### config.mk
export PLATFORM = sky130hd
export DESIGN_NAME = debug_run_ctrl
export DESIGN_NICKNAME = d
export VERILOG_FILES = /design/src/rtl/gb_debug_pkg.sv /design/src/rtl/debug_run_ctrl.sv
export SDC_FILE = /design/constraint.sdc
export NUM_CORES = 1
export LEC_CHECK = 0
export BUFFER_PORTS_ARGS = -buffer_cell sky130_fd_sc_hd__buf_4
export CAP_MARGIN = 20
export CORE_ASPECT_RATIO = 0.75
export CORE_MARGIN = 1.5
export CORE_UTILIZATION = 31
export DETAILED_ROUTE_END_ITERATION = 16
export SLEW_MARGIN = 20
export SYNTH_ARGS = -nofsm -noshare
export SYNTH_HDL_FRONTEND = slang
export SYNTH_SLANG_ARGS = --single-unit
### constraint.sdc
create_clock -name clk -period 1.76 [get_ports clk]
set_input_delay 0.176 -clock clk [delete_from_list [all_inputs] [get_ports clk]]
set_output_delay 0.176 -clock clk [all_outputs]
set_load 0.05 [all_outputs]
### src/rtl/gb_debug_pkg.sv
// Shared debugger definitions: run-control state encoding decoded by both the
// run controller and the debugger display.
package gb_debug_pkg;

  typedef enum logic [1:0] {
    DBG_RUN  = 2'd0,
    DBG_HALT = 2'd1,
    DBG_STEP = 2'd2,
    DBG_SKIP = 2'd3
  } dbg_state_e;

  localparam int PC_W        = 16;
  localparam int INSTR_CNT_W = 16;

endpackage

### src/rtl/debug_run_ctrl.sv
// Debugger run control for the CPU core: halt/step/continue handling, a single
// PC breakpoint with a saturating hit counter, and a per-halt fetch counter.
module debug_run_ctrl
  import gb_debug_pkg::*;
#(
  parameter bit START_HALTED = 1'b0,
  parameter int BP_CNT_W     = 8
) (
  input  logic                   clk,
  input  logic                   rst,
  input  logic                   step_req,
  input  logic                   cont_req,
  input  logic                   halt_req,
  input  logic                   bp_en,
  input  logic [PC_W-1:0]        bp_addr,
  input  logic [PC_W-1:0]        pc,
  input  logic                   fetch,
  output logic                   cpu_halt,
  output logic [1:0]             dbg_state,
  output logic [BP_CNT_W-1:0]    bp_hits,
  output logic [INSTR_CNT_W-1:0] instr_cnt
);

  localparam dbg_state_e RESET_STATE = START_HALTED ? DBG_HALT : DBG_RUN;

  function automatic logic [BP_CNT_W-1:0] sat_inc(input logic [BP_CNT_W-1:0] v);
    return (&v) ? v : v + BP_CNT_W'(1);
  endfunction

  dbg_state_e             state_q, state_d;
  logic                   cpu_halt_q, cpu_halt_d;
  logic [BP_CNT_W-1:0]    bp_hits_q, bp_hits_d;
  logic [INSTR_CNT_W-1:0] instr_cnt_q, instr_cnt_d;
  logic                   bp_match;
  logic                   bp_hit;
  logic                   enter_halt;

  assign bp_match = fetch && bp_en && (pc == bp_addr);

  always_comb begin
    state_d = state_q;
    bp_hit  = 1'b0;
    case (state_q)
      DBG_RUN: begin
        // A halt request wins over a coincident breakpoint and is not a hit.
        if (halt_req) begin
          state_d = DBG_HALT;
        end else if (bp_match) begin
          state_d = DBG_HALT;
          bp_hit  = 1'b1;
        end
      end
      DBG_HALT: begin
        if (cont_req) begin
          state_d = DBG_SKIP;
        end else if (step_req) begin
          state_d = DBG_STEP;
        end
      end
      DBG_STEP: begin
        if (halt_req || fetch) begin
          state_d = DBG_HALT;
        end
      end
      DBG_SKIP: begin
        // The first fetch after continue is allowed past the breakpoint it stopped on.
        if (halt_req) begin
          state_d = DBG_HALT;
        end else if (fetch) begin
          state_d = DBG_RUN;
        end
      end
      default: state_d = DBG_HALT;
    endcase

    enter_halt = (state_d == DBG_HALT) && (state_q != DBG_HALT);

    instr_cnt_d = instr_cnt_q;
    if (enter_halt) begin
      instr_cnt_d = '0;
    end else if (fetch && (state_q != DBG_HALT)) begin
      instr_cnt_d = instr_cnt_q + INSTR_CNT_W'(1);
    end

    bp_hits_d  = bp_hit ? sat_inc(bp_hits_q) : bp_hits_q;
    cpu_halt_d = (state_d == DBG_HALT);
  end

  always_ff @(posedge clk or negedge rst) begin
    if (!rst) begin
      state_q     <= RESET_STATE;
      cpu_halt_q  <= START_HALTED;
      bp_hits_q   <= '0;
      instr_cnt_q <= '0;
    end else begin
      state_q     <= state_d;
      cpu_halt_q  <= cpu_halt_d;
      bp_hits_q   <= bp_hits_d;
      instr_cnt_q <= instr_cnt_d;
    end
  end

  assign cpu_halt  = cpu_halt_q;
  assign dbg_state = state_q;
  assign bp_hits   = bp_hits_q;
  assign instr_cnt = instr_cnt_q;

endmodule
Yosys cells after proc, flatten, opt, wreduce, memory -nomap -nowiden
Cells that the tools add are included.

operators by class
  add/subtract/negate cells = 2
  eq/ne operators = 6
  multiplexer cells = 13
  bitwise operators = 1
  reduce and logical (&&, ||, !) cells = 9

operators by type and width
  cell                                                              count
  16-bit 2-to-1 mux                                                 2
  16-bit by 1-bit adder with 16-bit output (second input constant)  1
  16-bit == test                                                    1
  2-bit 2-to-1 mux                                                  7
  8-bit by 1-bit adder with 8-bit output (second input constant)    1
  2-bit case mux with 4 select lines                                1
  8-bit AND reduction                                               1
  2-bit by 1-bit == test with 1-bit output (second input constant)  2
  2-bit == test (second input constant)                             2
  1-bit logical AND                                                 4
  1-bit 2-to-1 mux                                                  3
  2-bit zero test                                                   1
  2-bit by 1-bit != test with 1-bit output (second input constant)  1
  2-bit AND reduction                                               1
  2-bit nonzero test                                                1
  1-bit logical OR                                                  1
  1-bit NOT                                                         1

word-level totals
  register bits = 27
  bits of input ports = 39
  output and inout port bits = 27
  word-level logic and storage cells = 35

Logic depth before layout (Yosys ltp)
Gate-level depths: netlist of run 1.

  depth in word-level cells = 8
  gate-level depth with buffers = 6
  gate-level depth less buffers = 5

Worst setup path before layout of run 1
No wires, ideal clock.

  path kind = register to register
  start = register state_q[1], in the netlist dbg_state[1]
  end = register bp_hits_q[1], in the netlist bp_hits[1]
  setup time = 128 ps
  arrival time = 1727 ps
  data required time = 1632 ps
  path slack = -95 ps
  stages on the path, launching flop included = 5
  path buffers = 0
  clock period less this slack = 1855 ps
  cell sequence = dfrtp_1 > nor3_1 > nand2_2 > nor3_2 > mux2_1

between the ends
  longest elaborated chain between the ends = 3

ends and longest elaborated chain
  item                           line                  source
  start: declaration             debug_run_ctrl.sv:30  dbg_state_e state_q, state_d;
  start signal: assignment       debug_run_ctrl.sv:96  state_q <= state_d;
  2-bit zero test                debug_run_ctrl.sv:43  case (state_q)
  1-bit 2-to-1 mux               debug_run_ctrl.sv:43
  2-bit AND reduction (no line)  -
  end signal: assignment         debug_run_ctrl.sv:98  bp_hits_q <= bp_hits_d;
  end: declaration               debug_run_ctrl.sv:32  logic [BP_CNT_W-1:0] bp_hits_q, bp_hits_d;

No other way between the ends.
A chain may end at the register's enable or synchronous reset.

Worst setup path in the final report of run 1
  start = register state_q[1], in the netlist dbg_state[1]
  end = register instr_cnt_q[7], in the netlist instr_cnt[7]

between the ends
  longest elaborated chain between the ends = 6
  elaborated cells between the ends (all ways) = 18
  classes of those cells = eq/ne: 5; mux: 9; reduce/logical: 4

ends and longest elaborated chain
  item                                                     line                                                              source
  2-bit 2-to-1 mux, on equally long branches               debug_run_ctrl.sv:69, debug_run_ctrl.sv:48, debug_run_ctrl.sv:56
  2-bit 2-to-1 mux, on equally long branches               debug_run_ctrl.sv:67, debug_run_ctrl.sv:46, debug_run_ctrl.sv:54
  2-bit case mux with 4 select lines                       debug_run_ctrl.sv:43
  2-bit by 1-bit == test with 1-bit output                 debug_run_ctrl.sv:76                                              enter_halt = (state_d == DBG_HALT) && (state_q != DBG_HALT);
  1-bit logical AND                                        debug_run_ctrl.sv:76
  16-bit 2-to-1 mux or 2-bit nonzero test (tied branches)  -
  end signal: assignment                                   debug_run_ctrl.sv:99                                              instr_cnt_q <= instr_cnt_d;
  end: declaration                                         debug_run_ctrl.sv:33                                              logic [INSTR_CNT_W-1:0] instr_cnt_q, instr_cnt_d;

Several ways; a longest one is shown, not always the timed one.

==> key figures, run 1 <==
Outcome
  – Status: finished clean

Final layout
  – Fraction of layout cells with a size suffix above 1: 42.31%
  – Antenna cells: 0
  – Fillers: 501
  – Area Growth Syn to Fin: 43.62%
  – Final #Nets: 276

STA
  – Fin Hold WS: 0.2003 ns
  – Slew at the pin with the worst max-slew slack: 0.3860 ns
  – Clk_skew: 0.002649 ns
  – Setup Viol. Count Final: 0
  – Fin crit share: 88.57%
  – Max Clock Freq: 641.5 MHz
  – Worst slew margin: 74.26%
  – Setup tns final: 0 ns
  – RSZ-0062 raised after global routing: no
  – Fin. max-slew vios: 0
  – Hold Violations, Final: 0
  – Min Tclk post-route: 1.559 ns

Synthesis
  – Netlist cell types: 32
  – Most common cell in the netlist: xor2_1
  – EDFF count, synth: 0
  – Post-synthesis simple-gate area fraction: 30.09%
  – Post-synth ARST share: 100.0%
  – Synth Warn #: 0
  – Register area share after synthesis: 41.03%
  – Yosys top cell area share: 41.03%
  – Top cell type by total area after synthesis: dfrtp_1
  – Main combinational cell family by area after synthesis: simple AND/OR/NAND/NOR gates
  – Compound-Gate Fraction of Synth Area: 3.875%
  – Synth Register Bits: 27
  – Cell count after synthesis: 156
  – Syn nets: 197
  – Top cells by area, synth: dfrtp_1 41%, xor2_1 16%, xnor2_1 4.8%
  – Syn avg cell area: 10.55 sq um
  – Mux contribution to synthesized area: 1.292%
  – Synth cell count leaders: 30 x xor2_1, 27 x dfrtp_1, 18 x nor2_1
  – Post-Synthesis Cell Area: 1647 sq um
  – Post-Synth XOR/XNOR Area: 20.74%
  – Main synth FF type: dfrtp_1
  – Adder-Cell Fraction of Synth Area: 1.520%

Worst setup path
  – CP startpoint kind: flip-flop
  – Crit Path Class: reg -> reg
  – CP endpoint kind: flip-flop
  – CP Max Fanout: 9
  – CP arrival: 1.73 ns
  – Worst EP required: 1.93 ns

Die
  – I/O Pins: 66
  – Die X: 87.16 um
  – Die area: 5762 sq um
  – # rows: 22
  – Die Ht: 66.12 um
  – Core area: 5010 sq um
  – Initial Util: 32.87%

Clocking
  – Post-CTS sizing: 0
  – Clock tree buffer depth: 2
  – Htree depth: 1
  – TritonCTS buffer count: 3
  – Clock transition at the registers of the reported paths: 0.09 ns
  – # clock sinks: 27
  – CTS root buf: clkbuf_8
  – Setup bufs post-CTS: 0
  – CTS Hold Bufs: 1
  – CTS tree: built
  – Clk_lat worst skew: 0.27 ns

Pwr
  – Power Density: 811.0 nW/um^2
  – Flop pwr share: 39.8%
  – Sw power: 770.5 uW
  – Combinational share of power: 41.6%
  – Cell Int Power: 1147 uW
  – Max VDD drop: 0.4137 mV
  – Total power draw: 1918 uW
  – Leak: 0.001096 uW
  – Clock power share: 18.6%
  – Sw frac: 40.18%

Detailed routing
  – DRC viols: 0
  – Routed Antenna Nets: 0
  – 1st-pass router iterations: 4
  – Drt wl/cell: 12.42 um
  – Via count: 1,420
  – Final wirelength: 3799 um
  – Detailed Route Iter0 Violations: 67
  – Vias per cell: 4.641

GRT
  – First-pass GRT wire length: 6258 um
  – Initial antenna violation count: 0
  – Largest net degree at the start of global routing: 28
  – All-Layer GR Usage: 13.87%
  – Vias in the first global route: 1,363
  – Grt ovf: 0

Hold path
  – Min-Delay Path Class: in -> reg

Job
  – Max cap viols: 0

Placement
  – HPWL Detailed: 2892 um
  – Gpl congestion: 0.8271
  – Buffers on Ports: 65
path summary, 6_finish.rpt:
path	start	to	slack (ns)	cells past startpoint
worst max-delay path	dbg_state[1]	instr_cnt[7]	0.20	5
worst min-delay path	fetch	dbg_state[1]	0.20	2
worst max register to register	dbg_state[1]	instr_cnt[7]	0.20	5
worst min register to register	bp_hits[3]	bp_hits[3]	0.51	1
max in group asynchronous	rst	bp_hits[0]	1.11	2
min in group asynchronous	rst	instr_cnt[15]	0.36	2
layer usage:
metal / track usage, % / part of all wire (%) / vias to the layer above
li1: - / - / 703
met1: 19.35 / 49 / 677
met2: 22.38 / 46 / 38
met3: 2.996 / 4.3 / 2
met4: 2.381 / 0.66 / 0
met5: 0 / 0 / -
layout by cell type (no fill, tap or decap), types with 2 or more instances in the layout:
master / netlist / routed
nand3_1: 9 / 9
nor3_2: 1 / 2
buf_4: 1 / 74
and3_1: 3 / 3
o21ai_0: 3 / 3
xor2_1: 30 / 30
nor2_1: 18 / 18
ha_1: 2 / 2
nor3_1: 6 / 5
nand2_2: 2 / 2
nand4_1: 8 / 8
nand2_1: 6 / 6
and4_1: 4 / 4
xnor2_1: 9 / 9
nor4_4: 3 / 3
dfrtp_2: 0 / 4
inv_1: 3 / 3
clkbuf_8: 0 / 3
nand2b_1: 2 / 2
nor4_2: 6 / 6
dfrtp_1: 27 / 23
sequential cells by signal, summed over array words and instances (netlist names):
signal	cells
dbg_state	2
bp_hits	8
instr_cnt	16
cpu_halt	1
per-stage QoR:
stage                     util [%]  instance area (sq um)  setup slack (ns)  cells
after detailed placement     46.10                   2310           0.04866    301
after global placement       46.10                   2310           0.09526    301
after CTS                    47.20                   2365            0.1920    306
after floorplan                  -                   1657          0.007505    156
after global routing         47.20                   2365           0.04677    306
final                        47.20                   2365            0.2012    306
power groups by stage:
stage | clock, uW | sequential (uW) | combinational [uW]
final | 357 | 763 | 798
after global routing | 389 | 771 | 863
after CTS | 366 | 764 | 809
after detailed placement | 0 | 775 | 804
after global placement | 0 | 773 | 802
after floorplan | 0 | 960 | 302
cell families (layout without fill, tap and decap cells):
group,count (synthesis),in the layout
AO/OA/AOI/OAI,8,8
buffers and inverters,5,83
flip-flops,27,27
multiplexers,2,2
adder cells (fa/ha/maj),2,2
AND/OR/NAND/NOR,73,73
XOR/XNOR,39,39
worst max-delay path, stage by stage, from the launching register on:
cell and delay (ns):
dfrtp_1 0.48, nand2b_1 0.21, and2_1 0.38, nand2_1 0.13
xor2_1 0.18, nor2_1 0.06
cell type report:
cell class	count	area, sq um	area share [%]
flip-flops and latches	27	680.7	28.78
inverters	3	11.26	0.4762
well taps	72	90.09	3.810
repair buffers	76	585.6	24.76
clock buffers	4	45.04	1.905
multi-input cells	124	952.2	40.26
Note: power is estimated with default switching activity, not from simulation.
==> inputs of run 2 (changes only) <==
- CORE_UTILIZATION: 31 -> 48
- PLACE_DENSITY: default -> 0.79
==> run 2 against run 1 <==
Net effect: routed wire length is 0.68% higher; first-iteration DRC count unchanged; setup slack worse by 0.12 ns; via count rose by 1.8%; critical endpoint is now bp_hits[1]; sequential share of layout area increased by 0.94 points; fmax decreased by 7.1%; largest cell class unchanged; final cell count decreased by 13%; clock-buffer cell count decreased by 1; die area down 34%; register-to-register slack got worse by 0.12 ns; highest routed layer unchanged.
==> key figures, run 2 (synthesis results as in run 1) <==
Die
  – I/O Pins: 66
  – Core area: 3288 sq um
  – Die area: 3795 sq um
  – Initial Util: 50.08%
  – Die X: 70.63 um
  – # rows: 18
  – Die Ht: 53.73 um

Pwr
  – Leak: 0.001077 uW
  – Max VDD drop: 0.5336 mV
  – Sw power: 782.9 uW
  – Sw frac: 40.87%
  – Clock power share: 18.4%
  – Total power draw: 1916 uW
  – Cell Int Power: 1133 uW
  – Flop pwr share: 40.4%
  – Combinational share of power: 41.2%
  – Power Density: 836.6 nW/um^2

STA
  – Min Tclk post-route: 1.679 ns
  – Fin. max-slew vios: 0
  – Final worst slack: 0.08136 ns
  – Setup Viol. Count Final: 0
  – Slew at the pin with the worst max-slew slack: 0.4085 ns
  – Worst slew margin: 72.68%
  – Max Clock Freq: 595.7 MHz
  – Fin Hold WS: 0.2030 ns
  – Fin crit share: 95.38%
  – Setup tns final: 0 ns
  – Clk_skew: 0.009371 ns
  – Hold Violations, Final: 0

GRT
  – Largest net degree at the start of global routing: 28
  – All-Layer GR Usage: 21.32%
  – First-pass GRT wire length: 6285 um
  – Vias in the first global route: 1,362
  – Initial antenna violation count: 0
  – Grt ovf: 0

Worst setup path
  – Buffers & Inverters on Critical Path: 0
  – Slowest stage delay, CP: 0.46 ns
  – CP Max Fanout: 7
  – Worst EP required: 1.92 ns
  – Worst path slowest cell: dfrtp_2
  – CP startpoint kind: flip-flop
  – Top Family by Delay on Critical Path: simple AND/OR/NAND/NOR gates
  – CP endpoint kind: flip-flop
  – Crit Path Class: reg -> reg
  – CP Cell Sequence: ha_1 -> nand4_1 -> nand2_2 -> nor3_4 -> mux2_1
  – CP arrival: 1.84 ns
  – Worst flop-to-flop path startpoint: bp_hits[0]
  – Critical Path Source: bp_hits[0]

Placement
  – Gpl congestion: 0.9092
  – HPWL Detailed: 2927 um
  – DP Worst Slack: 0.02479 ns
  – Buffers on Ports: 65

Detailed routing
  – Vias per cell: 5.416
  – Routed Antenna Nets: 0
  – Final wirelength: 3825 um
  – Detailed Route Iter0 Violations: 67
  – Drt wl/cell: 14.33 um
  – Via count: 1,446
  – 1st-pass router iterations: 4
  – DRC viols: 0

Hold path
  – Hold path start: fetch
  – Min-Delay Path Class: in -> reg

Clocking
  – CTS root buf: clkbuf_8
  – TritonCTS buffer count: 3
  – Clk_lat worst skew: 0.27 ns
  – Htree depth: 1
  – Clock tree buffer depth: 2
  – Clock transition at the registers of the reported paths: 0.10 ns
  – # clock sinks: 27
  – CTS tree: built

Outcome
  – Status: finished clean

Final layout
  – Area Growth Syn to Fin: 39.06%
  – Core Util, Final: 69.63%
  – Max reg flops: 16
  – Final #Nets: 269
  – Fraction of layout cells with a size suffix above 1: 41.41%
  – Commonest non-fill, non-tap cell in the layout: buf_4
  – Most frequent cells in the layout: 67 x buf_4, 30 x xor2_1, 23 x dfrtp_1, 18 x nor2_1
  – Antenna cells: 0

Job
  – Max cap viols: 0
-- run 2: cell types whose count changed in the layout (fill, tap and decap cells not counted), sizes merged --
cell,delta
clkbuf,-1
clkinvlp,+1
buf,-7
-- run 2: what timing repair did --
action                                  CTS  global route
endpoints found under the setup margin    0            17
buffers inserted                          0             1
hold buffers                              1             0
hold endpoints to repair                 27             0
gates resized for setup                   0             3
-- run 2: path summary, 6_finish.rpt --
| path | slack [ns] | cells past startpoint | end |
|---|---|---|---|
| worst max-delay path | 0.08 | 5 | bp_hits[1] |
| worst min-delay path | 0.20 | 2 | dbg_state[1] |
| worst max register to register | 0.08 | 5 | bp_hits[1] |
| worst min register to register | 0.50 | 1 | bp_hits[5] |
| max in group asynchronous | 1.13 | 2 | bp_hits[3] |
| min in group asynchronous | 0.35 | 2 | instr_cnt[11] |
-- run 2: metrics by stage --
step / instance area, sq um / instances
2_1_floorplan: 1657 / 156
6_report: 2290 / 267
3_3_place_gp: 2197 / 261
3_5_place_dp: 2197 / 261
4_1_cts: 2256 / 266
5_1_grt: 2290 / 267
-- run 2: cell type report --
cell class,count,area (sq um)
Clock inverter,1,7.507
Sequential cell,27,680.7
Timing Repair Buffer,69,533.0
Tap cell,40,50.05
Fill cell,276,998.5
Clock buffer,3,41.29
Multi-Input combinational cell,124,965.9
Inverter,3,11.26
-- run 2: power groups by stage --
stage                     Sequential (uW)  Clock, uW  Combinational, uW
final                                 774        353                788
after global routing                  788        386                840
after CTS                             768        360                737
after detailed placement              776          0                725
after global placement                771          0                709
after floorplan                       960          0                302
-- run 2: worst reg2reg max path: cells and delay by family (launching register included) --
kind | cells | cell delay, ns
and+or+nand+nor | 3 | 0.49
DFF | 1 | 0.46
muxes | 1 | 0.35
adders and majority gates | 1 | 0.27
-- run 2: routing by layer --
| metal | global-route usage (%) | part of all wire, % | wire [um] | vias to the layer above |
|---|---|---|---|---|
| met4 | 3.459 | 0.26 | 10 | 0 |
| met3 | 4.869 | 5.3 | 201 | 2 |
| met1 | 29.09 | 45 | 1710 | 717 |
| li1 | - | - | - | 691 |
| met2 | 36.01 | 50 | 1901 | 36 |
| met5 | 0 | 0 | 0 | - |
==> inputs of run 3 (changes only) <==
- CORE_MARGIN: 1.5 -> 5
- TNS_END_PERCENT: default -> 30
==> run 3 against run 2 <==
Net effect: sequential share of layout area is 0.50 points higher; critical path type unchanged; routed wire length is 1.0% higher; via count shrank 2.0%.
==> key figures, run 3 (synthesis results as in run 1) <==
Outcome
  – Status: finished clean

Clocking
  – # clock sinks: 27
  – Clock transition at the registers of the reported paths: 0.09 ns
  – CTS root buf: clkbuf_8
  – Clk_lat worst skew: 0.27 ns
  – Clock tree buffer depth: 2
  – TritonCTS buffer count: 3
  – Htree depth: 1
  – CTS tree: built

GRT
  – First-pass GRT wire length: 6755 um
  – All-Layer GR Usage: 17.64%
  – Largest net degree at the start of global routing: 28
  – Initial antenna violation count: 0
  – Grt ovf: 0
  – Vias in the first global route: 1,421

Placement
  – Buffers on Ports: 65
  – HPWL Detailed: 3112 um
  – Gpl congestion: 0.8649
  – DP Worst Slack: 0.01200 ns

Final layout
  – Commonest non-fill, non-tap cell in the layout: buf_4
  – Most frequent cells in the layout: 66 x buf_4, 30 x xor2_1, 23 x dfrtp_1, 18 x nor2_1
  – Register area: 680.7 sq um
  – Core Util, Final: 68.49%
  – Antenna cells: 0
  – Fraction of layout cells with a size suffix above 1: 40.44%
  – Area Growth Syn to Fin: 36.78%
  – Max reg flops: 16
  – Final #Nets: 267
  – Fillers: 258
  – Multi-input gate area: 958.4 sq um

Worst setup path
  – CP Max Fanout: 7
  – CP arrival: 1.81 ns
  – CP endpoint kind: flip-flop
  – Reg2reg setup slack: 0.11 ns
  – Buffers & Inverters on Critical Path: 0
  – CP startpoint kind: flip-flop
  – Crit Path Class: reg -> reg
  – Top Family by Delay on Critical Path: simple AND/OR/NAND/NOR gates
  – Slowest stage delay, CP: 0.46 ns
  – CP Cell Sequence: ha_1 -> nand4_1 -> nand2_2 -> nor3_4 -> mux2_1
  – Worst EP required: 1.91 ns
  – Worst path slowest cell: dfrtp_2

Detailed routing
  – 1st-pass router iterations: 4
  – Drt wl/cell: 14.58 um
  – Detailed Route Iter0 Violations: 66
  – Final wirelength: 3864 um
  – Routed Antenna Nets: 0
  – Via count: 1,417
  – DRC viols: 0
  – Vias per cell: 5.347

Pwr
  – Power Density: 816.5 nW/um^2
  – Max VDD drop: 0.6101 mV
  – Leak: 0.001066 uW
  – Total power draw: 1839 uW

STA
  – Worst slew margin: 69.72%
  – Fin crit share: 94.02%
  – Max Clock Freq: 604.3 MHz
  – Setup Viol. Count Final: 0
  – Clk_skew: 0.006572 ns
  – Slew at the pin with the worst max-slew slack: 0.4525 ns
  – RSZ-0062 raised after global routing: no
  – Hold Violations, Final: 0
  – Fin. max-slew vios: 0
  – Final worst slack: 0.1053 ns
  – Min Tclk post-route: 1.655 ns
  – Fin Hold WS: 0.2004 ns
  – Setup tns final: 0 ns

Job
  – Max cap viols: 0

Die
  – Die X: 77.63 um
  – I/O Pins: 66
  – Die Ht: 60.73 um
  – Core area: 3288 sq um
  – # rows: 18
  – Initial Util: 50.08%
  – Die area: 4714 sq um

Hold path
  – Min-Delay Path Class: in -> reg
-- run 3: cell types whose count changed in the layout (fill, tap and decap cells not counted), sizes merged --
cell,previous run,this run
buf,68,66
clkinv,0,1
clkinvlp,1,0
-- run 3: repair_timing --
action                                 CTS  global route
hold buffers                             1             0
gates resized for setup                  0             2
setup endpoints to repair                0             3
endpoints found under the hold margin   27             0
setup buffers                            0             0
-- run 3: through the flow --
step	std cells	instance area (sq um)
3_5_place_dp	260	2190
6_report	265	2252
5_1_grt	265	2252
4_1_cts	265	2246
3_3_place_gp	260	2190
2_1_floorplan	156	1657
-- run 3: final timing paths --
path	end	cells after the start	start
worst min register to register	bp_hits[5]	1	bp_hits[5]
min in group asynchronous	dbg_state[1]	2	rst
worst max register to register	bp_hits[1]	5	bp_hits[0]
max in group asynchronous	bp_hits[2]	2	rst
worst min-delay path	dbg_state[1]	2	fetch
worst max-delay path	bp_hits[1]	5	bp_hits[0]
-- run 3: power by group --
group / internal [uW] / total [uW] / leakage [uW] / switching (uW)
Combinational: 250 / 729 / 0.000679 / 479
Sequential: 677 / 768 / 0.000361 / 90.3
Clock: 158 / 342 / 0.0000255 / 184
Total: 1090 / 1840 / 0.00107 / 753
-- run 3: layer usage --
metal / global-route usage, % / vias up / routed length, um
met5: 0 / - / 0
met3: 5.490 / 2 / 221
li1: - / 690 / -
met4: 3.186 / 0 / 8
met2: 29.01 / 36 / 1939
met1: 23.55 / 689 / 1694
-- run 3: cell type report --
class                           count  area share (%)
Multi-Input combinational cell    124           42.56
Sequential cell                    27           30.22
Timing Repair Buffer               67           22.44
Tap cell                           40           2.222
Clock buffer                        3           1.833
Inverter                            3          0.5000
Clock inverter                      1          0.2222
